### src/rtl/pmu_cfg_arb.sv
// -----------------------------------------------------------------------------
// pmu_cfg_arb
//   Round-robin arbiter sharing the single AD5522 configuration port of pmu_drv
//   between REQ_NUM requesters. One request at a time moves through
//   IDLE -> ISSUE -> WAIT -> RESP. Completion is bounded by an optional
//   response timeout, and new grants are held off while drv_hold is high.
//
// Ports
//   clk, rstn             clock, asynchronous active-low reset
//   req_valid/wr/data     per-requester request level, type (1=write), word
//   req_gnt               one-hot, one-cycle acceptance pulse
//   req_done, req_err     one-hot completion pulse; req_err=1 means timed out
//   rsp_data              read result, valid with req_done (0 for writes/timeouts)
//   cfg_timeout           WAIT limit in clk cycles, 0 disables the timeout
//   drv_hold              AD5522 reset sequence busy: no new grants
//   pmu_cfg_*             request/response port towards pmu_drv
//   arb_busy              high whenever the FSM is not IDLE
//   err_cnt               saturating count of timed-out transactions
//
// Handshake
//   A requester holds req_valid/req_wr/req_data stable until it sees req_gnt;
//   the transfer is accepted in the req_valid & req_gnt cycle, the requester
//   drops req_valid on the following cycle and must not request again before
//   its req_done pulse.
// -----------------------------------------------------------------------------
`timescale 1ns/1ps
module pmu_cfg_arb #(
    parameter int REQ_NUM    = 3,
    parameter int PMU_CFG_DW = 29,
    parameter int TMO_DW     = 16,
    parameter int ERR_CNT_DW = 8
) (
    input  logic                          clk,
    input  logic                          rstn,
    input  logic [REQ_NUM-1:0]            req_valid,
    input  logic [REQ_NUM-1:0]            req_wr,
    input  logic [REQ_NUM*PMU_CFG_DW-1:0] req_data,
    output logic [REQ_NUM-1:0]            req_gnt,
    output logic [REQ_NUM-1:0]            req_done,
    output logic                          req_err,
    output logic [PMU_CFG_DW-1:0]         rsp_data,
    input  logic [TMO_DW-1:0]             cfg_timeout,
    input  logic                          drv_hold,
    output logic                          pmu_cfg_wr_req,
    output logic                          pmu_cfg_rd_req,
    output logic [PMU_CFG_DW-1:0]         pmu_cfg_wr_data,
    input  logic                          pmu_cfg_wr_done,
    input  logic                          pmu_cfg_rd_done,
    input  logic [PMU_CFG_DW-1:0]         pmu_cmp_result,
    input  logic                          pmu_cmp_result_vld,
    output logic                          arb_busy,
    output logic [ERR_CNT_DW-1:0]         err_cnt
);

    localparam int IW = $clog2(REQ_NUM);

    localparam logic [1:0] S_IDLE  = 2'd0;
    localparam logic [1:0] S_ISSUE = 2'd1;
    localparam logic [1:0] S_WAIT  = 2'd2;
    localparam logic [1:0] S_RESP  = 2'd3;

    logic [1:0]            r_state;
    logic [IW-1:0]         r_ptr;
    logic [IW-1:0]         r_idx;
    logic                  r_wr;
    logic [PMU_CFG_DW-1:0] r_wr_data;
    logic [TMO_DW-1:0]     r_timer;
    logic [PMU_CFG_DW-1:0] r_cap;
    logic [REQ_NUM-1:0]    r_gnt;
    logic [REQ_NUM-1:0]    r_done;
    logic                  r_err;
    logic [PMU_CFG_DW-1:0] r_rsp;
    logic                  r_wr_req;
    logic                  r_rd_req;
    logic [ERR_CNT_DW-1:0] r_err_cnt;

    logic                  w_found;
    logic [IW-1:0]         w_sel;
    logic [IW-1:0]         w_cand;
    logic [PMU_CFG_DW-1:0] w_req_word;
    logic [REQ_NUM-1:0]    w_one;
    logic                  w_done_in;
    logic [TMO_DW-1:0]     w_tmo_lim;
    logic                  w_tmo;
    logic [PMU_CFG_DW-1:0] w_rd_word;

    // Search starts one past the last served requester and wraps, so the
    // most recently served requester has the lowest priority.
    always_comb begin
        w_found = 1'b0;
        w_sel   = '0;
        w_cand  = '0;
        for (int k = 1; k <= REQ_NUM; k++) begin
            w_cand = IW'((int'(r_ptr) + k) % REQ_NUM);
            if (!w_found && req_valid[w_cand]) begin
                w_found = 1'b1;
                w_sel   = w_cand;
            end
        end
    end

    always_comb begin
        w_req_word = '0;
        for (int i = 0; i < REQ_NUM; i++) begin
            if (w_sel == IW'(i)) begin
                w_req_word = req_data[i*PMU_CFG_DW +: PMU_CFG_DW];
            end
        end
    end

    assign w_one     = {{(REQ_NUM-1){1'b0}}, 1'b1};
    // Only the done of the in-flight transfer type counts.
    assign w_done_in = r_wr ? pmu_cfg_wr_done : pmu_cfg_rd_done;
    assign w_tmo_lim = cfg_timeout - TMO_DW'(1);
    assign w_tmo     = (cfg_timeout != '0) && (r_timer == w_tmo_lim);
    // A result arriving together with rd_done is the freshest capture.
    assign w_rd_word = pmu_cmp_result_vld ? pmu_cmp_result : r_cap;

    always_ff @(posedge clk or negedge rstn) begin
        if (!rstn) begin
            r_state   <= S_IDLE;
            r_ptr     <= IW'(REQ_NUM - 1);
            r_idx     <= '0;
            r_wr      <= 1'b0;
            r_wr_data <= '0;
            r_timer   <= '0;
            r_cap     <= '0;
            r_gnt     <= '0;
            r_done    <= '0;
            r_err     <= 1'b0;
            r_rsp     <= '0;
            r_wr_req  <= 1'b0;
            r_rd_req  <= 1'b0;
            r_err_cnt <= '0;
        end else begin
            // Pulse outputs default low; each state raises what it owns.
            r_gnt    <= '0;
            r_done   <= '0;
            r_err    <= 1'b0;
            r_rsp    <= '0;
            r_wr_req <= 1'b0;
            r_rd_req <= 1'b0;
            case (r_state)
                S_IDLE: begin
                    if (!drv_hold && w_found) begin
                        r_gnt     <= w_one << w_sel;
                        r_idx     <= w_sel;
                        r_wr      <= req_wr[w_sel];
                        r_wr_data <= w_req_word;
                        r_state   <= S_ISSUE;
                    end
                end
                S_ISSUE: begin
                    r_wr_req <= r_wr;
                    r_rd_req <= !r_wr;
                    r_timer  <= '0;
                    r_cap    <= '0;
                    r_state  <= S_WAIT;
                end
                S_WAIT: begin
                    r_timer <= r_timer + TMO_DW'(1);
                    if (!r_wr && pmu_cmp_result_vld) begin
                        r_cap <= pmu_cmp_result;
                    end
                    if (w_done_in) begin
                        r_done  <= w_one << r_idx;
                        r_err   <= 1'b0;
                        r_rsp   <= r_wr ? '0 : w_rd_word;
                        r_state <= S_RESP;
                    end else if (w_tmo) begin
                        r_done  <= w_one << r_idx;
                        r_err   <= 1'b1;
                        r_state <= S_RESP;
                    end
                end
                S_RESP: begin
                    r_ptr <= r_idx;
                    if (r_err && (r_err_cnt != '1)) begin
                        r_err_cnt <= r_err_cnt + ERR_CNT_DW'(1);
                    end
                    r_state <= S_IDLE;
                end
                default: r_state <= S_IDLE;
            endcase
        end
    end

    assign req_gnt         = r_gnt;
    assign req_done        = r_done;
    assign req_err         = r_err;
    assign rsp_data        = r_rsp;
    assign pmu_cfg_wr_req  = r_wr_req;
    assign pmu_cfg_rd_req  = r_rd_req;
    assign pmu_cfg_wr_data = r_wr_data;
    assign arb_busy        = (r_state != S_IDLE);
    assign err_cnt         = r_err_cnt;

endmodule

### config.mk
export PLATFORM = sky130hd
export DESIGN_NAME = pmu_cfg_arb
export DESIGN_NICKNAME = d
export VERILOG_FILES = /design/src/rtl/pmu_cfg_arb.sv
export SDC_FILE = /design/constraint.sdc
export NUM_CORES = 1
export LEC_CHECK = 0
export ABC_CLOCK_PERIOD_IN_PS = 2610
export BUFFER_PORTS_ARGS = -buffer_cell sky130_fd_sc_hd__buf_2
export CAP_MARGIN = 15
export CORE_MARGIN = 2
export CORE_UTILIZATION = 45
export DETAILED_ROUTE_END_ITERATION = 8
export PLACE_DENSITY = 0.71
export SKIP_LAST_GASP = 1
export SYNTH_ARGS = -nofsm -noshare
export SYNTH_HDL_FRONTEND = slang
export SYNTH_SLANG_ARGS = --single-unit
### constraint.sdc
create_clock -name clk -period 2.61 [get_ports clk]
set_input_delay 0.522 -clock clk [delete_from_list [all_inputs] [get_ports clk]]
set_output_delay 0.522 -clock clk [all_outputs]
set_load 0.01 [all_outputs]
# == After elaboration in Yosys (flattened, before gate mapping) ==
# Index checks and enable logic that the tools add are counted.
# op_classes
n_addsub,6
div_mod_pow,3
n_lt_le_gt_ge,4
eq_ne,10
shift,2
n_mux,39
reduce_logical,19
# op_table
cell,n
$mux W29,8
$mod A32 B3 Y32 const B,3
$pmux W29 S2,1
$pmux W16 S2,1
$add A16 B1 Y16 const B,1
$eq A16 B16 Y1,1
$reduce_bool A16 Y1,1
$sub A16 B1 Y16 const B,1
$mux W3,5
$mux W1,13
$lt A2 B3 Y1 const B,4
$mux W2,6
$add A8 B1 Y8 const B,1
$bmux W1 S2,4
$ne A8 B8 Y1 const B,1
$pmux W2 S4,1
$reduce_and A2 Y1,4
$add A2 B2 Y3 const B,2
$eq A2 B2 Y1 const B,3
$logic_and A1 B1 Y1,6
$shl A1 B2 Y3 const A,2
$eq A2 B1 Y1 const B,2
$logic_not A1 Y1,4
$logic_not A2 Y1,2
other kinds (4),6
# word_totals
ff_bits,127
inputBits,144
elab_cells,97

# == Depth between registers and ports, before layout ==
# depth
depth_word,15
mapped_depth,10

# == Least setup slack after synthesis ==
# OpenSTA, ideal clock, no wires.
# synth_path
path_type,input to register
startpoint,input port cfg_timeout[0]
endpoint,register r_done[0] (netlist: req_done[0])
t_arrival_ns,2.485
required_ns,2.503
path_slack_ns,0.018
path_stages,8
path_buffers,0
path_cell_list,inv_1 ha_1 or3b_2 nor4_1 xnor2_1 and4_1 nand4_4 a2111oi_4
# synth_between
elab_chain_len,6
elab_cells_between_ends,7
# synth_rtl
item,line,source
start: declaration,42,"input logic [TMO_DW-1:0] cfg_timeout,"
$sub A16 B1 Y16,114,assign w_tmo_lim = cfg_timeout - TMO_DW'(1);
$eq A16 B16 Y1,115,assign w_tmo = (cfg_timeout != '0) && (r_timer == w_tmo_lim);
$logic_and A1 B1 Y1 (*),115,
$mux W3 (*),170,end else if (w_tmo) begin
$mux W3 (*),165,if (w_done_in) begin
$mux W3 (*),143,case (r_state)
end signal: assignment,166,r_done <= w_one << r_idx;
end signal: assignment,171,r_done <= w_one << r_idx;
end: declaration,70,logic [REQ_NUM-1:0] r_done;
# Mark *: on every way between the ends. The rest lies on a longest branch, timed or not.
# A chain may end at the register's enable or synchronous reset.

# == Final worst setup path ==
# layout_path
startpoint,register r_ptr[1]
endpoint,register r_wr_data[6] (netlist: pmu_cfg_wr_data[6])
# layout_between
elab_chain_len,15
elab_cells_between_ends,30
# layout_rtl
item,line,source
start: declaration,63,logic [IW-1:0] r_ptr;
start signal: assignment,122,r_ptr <= IW'(REQ_NUM - 1);
start signal: assignment,177,r_ptr <= r_idx;
$add A2 B1 Y3,94,w_cand = IW'((int'(r_ptr) + k) % REQ_NUM);
$mod A32 B3 Y32,94,
$bmux W1 S2,95,if (!w_found && req_valid[w_cand]) begin
$mux W1 (implied by the code),95,
$mux W1,95,
$logic_not A1 Y1,95,
$logic_and A1 B1 Y1,95,
$mux W1,95,
$logic_not A1 Y1,95,
$logic_and A1 B1 Y1,95,
$mux W2,95,
$logic_not A2 Y1,105,if (w_sel == IW'(i)) begin
$mux W29 (3 in series),105,
end signal: assignment,149,r_wr_data <= w_req_word;
end: declaration,66,logic [PMU_CFG_DW-1:0] r_wr_data;
# Parallel ways exist; a longest one is shown, timed or not. The select of a mux whose other input is x is not followed.

==> results.json <==
{
  "critPathLaunchType": "flop",
  "route.met3.wl_um": 926,
  "dieArea_mm2": 0.0152,
  "die_h_um": 123,
  "power.density_mw_per_mm2": 966,
  "synthSimpleGateAreaFrac_pct": 13.8,
  "critical_path_arrival_ps": 2730,
  "cts_max_level": 4,
  "syn_avg_cell_area_um2": 10.6,
  "cts_sinks": 127,
  "synth_ff_type": "dfrtp_1",
  "comb_power_share_pct": 38.0,
  "skew_ps": 7.48,
  "synth-compound-area-share_pct": 17.6,
  "post_cts_buffers": 0,
  "clk_pin_slew_ps": 60,
  "r2r_slack_ps": 190,
  "tightest_slew_ps": 758,
  "end_kind": "flop",
  "grt_max_degree": 66,
  "cts_tree": "built",
  "finalWorstSetupSlack_ps": 189,
  "slew_violations": 0,
  "wl_met2_um": 8580,
  "pwr-share-clk_pct": 26.1,
  "p_leak_nw": 4.51,
  "path_class": "flop to flop",
  "firstDrtPassIters": 4,
  "rr_startpoint": "r_ptr[1]",
  "synth.area.top_cells": "dfrtp_1 (49%), mux2i_1 (9.2%), nor2_1 (4.6%), a22o_1 (4.0%), a211oi_1 (3.6%)",
  "die_x_um": 123,
  "synthAdderAreaFrac_pct": 2.10,
  "io_pins": 220,
  "setup_viol": 0,
  "synth_top_family_by_area": "compound AO/OA/AOI/OAI gates",
  "vias_per_cell": 5.38,
  "ys_types": 60,
  "peakVddDrop_mv": 0.564,
  "hold_class": "primary input to async pin",
  "dpl_worst_slack_ps": -192,
  "core_mm2": 0.0139,
  "vias": 5573,
  "grt_pass1_vias": 5731,
  "m1WireLength_um": 7080,
  "synthCells": 608,
  "netSwitchingPower_mw": 3.03,
  "track_usage_pct": 23.2,
  "synth_edf_count": 0,
  "totalWireLength_um": 16900,
  "drt_iter0_markers": 240,
  "port_buffers": 219,
  "wl_per_cell_um": 16.3,
  "yosys_warnings": 0,
  "yosysTopAreaCell": "dfrtp_1",
  "r2r-end": "pmu_cfg_wr_data[6]",
  "clockRootBuffer": "clkbuf_16",
  "syn-cell-area_mm2": 0.00642,
  "hold_violations": 0,
  "run_status": "complete, no violations",
  "grt_remaining_overflow": 0,
  "crit_fanout": 26,
  "min_period_over_period_pct": 92.7,
  "min_period_ps": 2420,
  "grt_pass1_wl_um": 27300,
  "core.rowCount": 43,
  "drive_above_1_share_pct": 35.3,
  "highest_layer": "met4",
  "antenna_found_initial": 0,
  "required_ps": 2910,
  "fmaxAchievable_mhz": 413,
  "swShare_pct": 37.1,
  "dp_hpwl_um": 12500,
  "synth_async_sr_flop_share_pct": 100,
  "ant_nets": 0,
  "pwr-share-seq_pct": 35.9,
  "clock_latency_ps": 420,
  "seqCellArea_mm2": 0.00318,
  "drc": 0,
  "rsz0062_at_grt": "false",
  "reg2reg_depth": 8,
  "drv_cap": 0,
  "slew_headroom_pct": 49.3,
  "fin_util_pct": 60.7,
  "diodes": 0,
  "nets": 997,
  "syn2layout_area_growth_pct": 31.6,
  "synth_mux_area_share_pct": 9.19,
  "numCtsBuffers": 17,
  "clock_path_buffers": 2,
  "fillers": 1173,
  "gp_congestion": 0.873,
  "intPower_mw": 5.14,
  "synth_top_area_share_pct": 49.1,
  "synth_xor_area_share_pct": 4.36,
  "start_util_pct": 46.1,
  "ys_seq_elements": 127,
  "seq_area_frac_synth_pct": 49.5,
  "syn-num-nets": 762,
  "multi_input_area_mm2": 0.00305
}
-- per-stage QoR --
step	instance area (um^2)	hold slack, ps	TNS, ps	power (mW)	instances
2_1_floorplan	6420	226	0	4.95	608
3_3_place_gp	7920	456	-141	5.93	1004
3_5_place_dp	7920	461	-236	6.07	1004
4_1_cts	8450	98.3	0	8.25	1036
5_1_grt	8460	126	0	8.70	1036
6_report	8460	93.9	0	8.17	1036
-- routing by layer --
| layer | vias to the layer above | GRT usage, % |
|---|---|---|
| met5 | - | 0 |
| met4 | 0 | 7.53 |
| met3 | 25 | 6.09 |
| met2 | 172 | 39.6 |
| met1 | 2691 | 28.6 |
| li1 | 2685 | - |
-- power groups by stage --
stage / logic (mW) / clock network [mW] / registers, mW
3_3_place_gp: 3.01 / 0 / 2.93
6_report: 3.10 / 2.13 / 2.94
4_1_cts: 3.14 / 2.18 / 2.93
3_5_place_dp: 3.13 / 0 / 2.94
2_1_floorplan: 1.93 / 0 / 3.01
5_1_grt: 3.44 / 2.26 / 3.01
-- timing repair --
action	in CTS	in global routing
gates resized for setup	0	1
hold buffers	0	0
endpoints found under the setup margin	0	23
endpoints found under the hold margin	0	0
-- flip-flops by register name, summed over array words and instances (netlist names), 2 cells and up --
name and cells:
pmu_cfg_wr_data 29, r_cap 29, rsp_data 29, r_timer 16, err_cnt 8, req_done 3
req_gnt 3, r_idx 2, r_ptr 2, r_state 2
-- worst max-delay path, stage by stage, from the launching register on --
cell and delay, ps:
dfstp_2 530, ha_1 280, or3b_2 470, a21oi_1 260
o21ai_4 170, buf_4 250, nor2_1 130, a211oi_1 70
a21o_1 170
-- logic make-up after synthesis --
logic type,count (synthesis)
simple gates,175
xor+xnor,32
compound gates,148
flops,127
fa+ha+maj,11
mux,59
buf+inv,56
-- final cells by class --
type | count | share of cell area, %
Sequential cell | 127 | 37.6
Inverter | 20 | 0.888
Tap cell | 180 | 2.66
Multi-Input combinational cell | 425 | 36.1
Clock buffer | 17 | 5.03
Timing Repair Buffer | 252 | 16.4
Clock inverter | 15 | 1.32
-- cell usage in the layout, fill, tap and decap left out, types with 5 or more instances in the layout --
cell	Yosys	routed
a21o_1	31	31
buf_2	4	218
xor2_1	13	13
dfrtp_1	126	126
nor4_1	5	5
a211oi_1	31	31
clkbuf_16	0	17
o21ai_0	13	13
a21oi_1	13	12
nor2_1	79	79
ha_1	10	10
nand3_1	14	14
xnor2_1	19	19
a22o_1	29	29
nand2_1	18	18
nor3_1	10	10
mux2i_1	59	59
nand4_1	11	11
inv_1	20	20
buf_4	0	30
inv_6	0	5
-- how the worst max path moves through the flow --
stage	startpoint	endpoint	slack, ps	cells past startpoint
2_1_floorplan	cfg_timeout[0]	req_done[0]	20	8
3_3_place_gp	cfg_timeout[0]	req_done[0]	-130	9
3_5_place_dp	cfg_timeout[1]	req_done[0]	-190	9
4_1_cts	r_ptr[1]	r_idx[1]	160	7
5_1_grt	r_ptr[0]	r_state[1]	6	8
6_report	r_ptr[1]	pmu_cfg_wr_data[6]	190	8
-- Yosys cell counts, types with 3 or more instances --
cell type,instances
a211oi_1,31
a21o_1,31
a21oi_1,13
a22o_1,29
a31oi_1,4
and2_1,3
and3_1,3
buf_2,4
clkbuf_1,29
dfrtp_1,126
ha_1,10
inv_1,20
mux2i_1,59
nand2_1,18
nand2b_1,4
nand3_1,14
nand3b_1,3
nand4_1,11
nor2_1,79
nor2b_1,3
nor3_1,10
nor3b_1,4
nor4_1,5
o211ai_1,3
o21ai_0,13
o22ai_1,4
or3_1,4
or3b_2,3
xnor2_1,19
xor2_1,13
No activity file was read; power rests on OpenSTA's default activity.
